### src/rtl/confreg_arbiter.sv
// confreg_arbiter: round-robin arbiter sharing the confreg slave port between
// two masters, routing each one-cycle-latency response back to its issuer.
module confreg_arbiter #(
  parameter int AW = 32,
  parameter int DW = 32,
  parameter int WW = 4
) (
  input  logic          clk,
  input  logic          reset,
  // master 0: CPU data side
  input  logic          m0_req,
  input  logic [WW-1:0] m0_wen,
  input  logic [AW-1:0] m0_addr,
  input  logic [DW-1:0] m0_wdata,
  output logic          m0_gnt,
  output logic          m0_rvalid,
  output logic [DW-1:0] m0_rdata,
  // master 1: debug / loader side
  input  logic          m1_req,
  input  logic [WW-1:0] m1_wen,
  input  logic [AW-1:0] m1_addr,
  input  logic [DW-1:0] m1_wdata,
  output logic          m1_gnt,
  output logic          m1_rvalid,
  output logic [DW-1:0] m1_rdata,
  // shared slave port
  output logic          conf_en,
  output logic [WW-1:0] conf_wen,
  output logic [AW-1:0] conf_addr,
  output logic [DW-1:0] conf_wdata,
  input  logic [DW-1:0] conf_rdata
);

  logic gnt0_p0;
  logic gnt1_p0;
  logic vld_p0;

  logic rr_last;       // last granted master; 1 after reset so master 0 wins the first tie
  logic vld_p1;        // a response is due this cycle
  logic resp_id_p1;    // owner of that response

  // Stage 0: arbitrate and drive the granted master's fields onto the slave port.
  // On a tie the master that was not granted last wins; nothing is granted in reset.
  always_comb begin
    gnt0_p0    = 1'b0;
    gnt1_p0    = 1'b0;
    conf_wen   = '0;
    conf_addr  = m0_addr;
    conf_wdata = m0_wdata;
    if (!reset) begin
      gnt0_p0 = m0_req & (~m1_req | rr_last);
      gnt1_p0 = m1_req & (~m0_req | ~rr_last);
    end
    vld_p0 = gnt0_p0 | gnt1_p0;
    if (gnt1_p0) begin
      conf_wen   = m1_wen;
      conf_addr  = m1_addr;
      conf_wdata = m1_wdata;
    end else if (gnt0_p0) begin
      conf_wen   = m0_wen;
    end
  end

  assign m0_gnt  = gnt0_p0;
  assign m1_gnt  = gnt1_p0;
  assign conf_en = vld_p0;

  // Stage 0 -> 1: remember who was granted so the response can be steered back.
  // Reset clears a pending response so it is never delivered afterwards.
  always_ff @(posedge clk or posedge reset) begin
    if (reset) begin
      rr_last    <= 1'b1;
      vld_p1     <= 1'b0;
      resp_id_p1 <= 1'b0;
    end else begin
      vld_p1 <= vld_p0;
      if (vld_p0) begin
        rr_last    <= gnt1_p0;
        resp_id_p1 <= gnt1_p0;
      end
    end
  end

  // Stage 1: route the slave's registered read data to the owning master only.
  always_comb begin
    m0_rvalid = vld_p1 & ~resp_id_p1;
    m1_rvalid = vld_p1 &  resp_id_p1;
    m0_rdata  = m0_rvalid ? conf_rdata : '0;
    m1_rdata  = m1_rvalid ? conf_rdata : '0;
  end

endmodule

### config.mk
export PLATFORM = sky130hd
export DESIGN_NAME = confreg_arbiter
export DESIGN_NICKNAME = d
export VERILOG_FILES = /design/src/rtl/confreg_arbiter.sv
export SDC_FILE = /design/constraint.sdc
export NUM_CORES = 1
export LEC_CHECK = 0
export ABC_AREA = 0
export CORE_AREA = 2 2 121 123
export DETAILED_ROUTE_END_ITERATION = 16
export DIE_AREA = 0 0 123 125
export PLACE_DENSITY = 0.63
export SYNTH_ARGS = -nofsm -noshare
export SYNTH_HDL_FRONTEND = slang
export SYNTH_SLANG_ARGS = --single-unit
### constraint.sdc
create_clock -name clk -period 1.45 [get_ports clk]
set_input_delay 0.2175 -clock clk [delete_from_list [all_inputs] [get_ports clk]]
set_output_delay 0.2175 -clock clk [all_outputs]
set_load 0.02 [all_outputs]
==> impl_metrics.csv <==
group,metric,value,unit
clock_tree,root_buffer,"clkbuf_16",
logic_synthesis,ys_types,22,
clock_tree,ctsHoldBuffers,0,
place,dp_slack,-1050,ps
clock_tree,worstSkewPairLatency,220,ps
place,post-dp-hpwl,8700,um
clock_tree,clockBufferDepth,2,
clock_tree,clk_pin_slew,30,ps
clock_tree,cts_made_buffers,3,
clock_tree,cts_tree,"done",
grt,antenna_found_initial,0,
worst_setup_path,cp.buffers_inverters,3,
worst_setup_path,crit_path_top_delay_cell,"dfstp_2",
final_layout,final_cell_mix,"168 x clkdlybuf4s50_1, 121 x buf_6, 61 x mux2_4, 33 x and2_4, 25 x and3_4",
worst_setup_path,reg2reg_slack,140,ps
timing,setup_tns,-28020,ps
grt,globalRouteOverflowTotal,0,
logic_synthesis,synthesis.nets,342,
clock_tree,cts_sinks,3,
timing,clock_skew,3.02,ps
route,wl,12900,um
worst_setup_path,worst_ep_required_time,1230,ps
final_layout,area_growth,259,%
worst_setup_path,critPathLaunch,"rr_last",
power,powerDensity,521,nW/um^2
timing,fin_crit_sh,126,%
route,wire_per_inst,18.7,um
worst_setup_path,reg2regPathDepth,5,
worst_setup_path,cp.arrival,1610,ps
worst_setup_path,r2r_start,"rr_last",
place,portBuffers,308,
run_status,status,"finished, violations left",
final_layout,final_common_cell,"clkdlybuf4s50_1",
route,first_iter_violations,53,
place,place_congestion,0.933,
hold_path,hold_class,"in -> async",
worst_setup_path,critPathTopFamily,"flip-flops",
worst_setup_path,crit_type,"reg -> out",
clock_tree,cts_max_level,1,
die,num_rows,44,
route,vias,2756,
timing,hold_viol,0,
logic_synthesis,ys_seq_area_share,4.63,%
final_layout,drive_gt1_share,62.1,%
timing,finalSetupViolations,126,
timing,finalMaxSlewViolations,0,
run,drv_cap,0,
place,dp.cells,657,
worst_setup_path,cp.depth,5,
logic_synthesis,avgSynthCellArea,9.70,sq um
worst_setup_path,cpMostUsedCell,"buf_6",
worst_setup_path,path_cells,"a21oi_4 -> buf_6 -> clkbuf_16 -> mux2_4 -> buf_6",
logic_synthesis,yosysTopAreaCell,"mux2_4",
final_layout,nNetsFinal,680,
timing,worst_pin_slew,229,ps
worst_setup_path,start_kind,"register",
power,p_leak,0.00268,uW
timing,relSlewSlack,84.7,%
die,start_util,11.6,%
grt,grt.total_usage,13.6,%
final_layout,antennaDiodeCount,0,
route,drtPass1Iterations,4,
timing,period_needed,1830,ps
logic_synthesis,synth_warnings,0,
power,ir_drop,0.390,mV
grt,grt_start_max_net_pins,34,
die,die_w,123,um
die,die_height,125,um
logic_synthesis,ys_top_cells_by_area,"mux2_4 36%, mux2_2 16%, and2_1 13%",
timing,worst_slack,-377,ps
die,num_io_pins,309,
timing,holdWs,144,ps
worst_setup_path,rr_endpoint,"resp_id_p1",
worst_setup_path,slowest_delay,550,ps
route,ant_nets,0,
grt,first_global_vias,2973,
logic_synthesis,synth_cells,170,
die,die-area,15400,sq um
worst_setup_path,worstPathMaxFanout,7,
worst_setup_path,endpoint_kind,"primary output",
run_status,violations,"setup timing",
die,core,14200,sq um
route,routed_via_density,3.99,
logic_synthesis,synth_top_cell_area_share,36.4,%
final_layout,final_cells,691,
worst_setup_path,endpoint,"conf_addr[14]",
logic_synthesis,ys_seq_elements,3,
timing,max_freq,0.547,GHz
logic_synthesis,synthesis.area,1650,sq um
grt,grt_pass1_wl,16300,um
timing,rsz0062_at_grt,"true",
final_layout,final_util,41.6,%
route,drc,0,
worst min-delay path by stage:
stage	startpoint	endpoint	slack (ps)
2_1_floorplan	reset	resp_id_p1	90
3_3_place_gp	reset	resp_id_p1	620
3_5_place_dp	reset	resp_id_p1	620
4_1_cts	reset	resp_id_p1	190
5_1_grt	reset	resp_id_p1	170
6_report	reset	resp_id_p1	140
area by class of cell:
class / instances / area [sq um]
Fill cell: 1372 / 8290
Timing Repair Buffer: 350 / 3790
Multi-Input combinational cell: 149 / 1740
Tap cell: 184 / 230
Sequential cell: 3 / 78.8
Clock buffer: 4 / 78.8
Inverter: 1 / 3.75
registers in the layout, indices dropped and copies added (netlist names):
| signal | flops |
|---|---|
| resp_id_p1 | 1 |
| rr_last | 1 |
| vld_p1 | 1 |
routing by layer:
metal	vias up	routed length, um	GRT usage (%)
met5	-	0	0
met2	164	6850	26.4
met3	12	939	2.69
li1	1284	-	-
met1	1296	4980	15.4
met4	0	151	1.87
where the power goes:
part	leakage [uW]	internal (uW)	total [uW]	switching, uW
clock	0.0000382	363	438	75.1
combinational	0.00261	1540	2520	980
sequential	0.0000323	102	121	19.7
kinds of logic (layout without fill, tap and decap cells):
| group | after synthesis | count (layout) | share of synthesized area (%) |
|---|---|---|---|
| AND/OR/NAND/NOR | 77 | 77 | 28.6 |
| multiplexers | 64 | 64 | 52.8 |
| flip-flops | 3 | 3 | 4.63 |
| AO/OA/AOI/OAI | 8 | 8 | 4.32 |
| buffers and inverters | 18 | 355 | 9.64 |
repair_timing:
action                                  4_1_cts  5_1_grt
gates resized for setup                     666      231
endpoints found under the setup margin      136      137
pin swaps                                     0       18
hold endpoints to repair                      0        0
setup buffers                                10       16
cloned                                        7        9
stage by stage:
stage | area [sq um] | power (uW)
3_5_place_dp | 4940 | 2060
2_1_floorplan | 1650 | 981
6_report | 5920 | 3080
3_3_place_gp | 4940 | 2050
5_1_grt | 5920 | 3210
4_1_cts | 5220 | 2730
synth_stat cells:
cell type and count:
and3_1 32, buf_8 1, buf_12 4, a32oi_1 4
buf_6 1, dfrtp_1 2, mux2_4 40, o21ai_0 1
a21boi_0 1, dfstp_2 1, nand2_1 1, and2_1 33
inv_1 1, a21o_1 1, clkbuf_1 9, nor2_1 6
nand2b_4 1, mux2_2 24, nand2b_1 2, nor2b_1 2
buf_4 2, a21oi_4 1
worst min-delay path, stage by stage:
cell	delay (ps)
clkdlybuf4s15_1	210
buf_4	170
inv_1	100
Power figures use the tool's default switching activity.
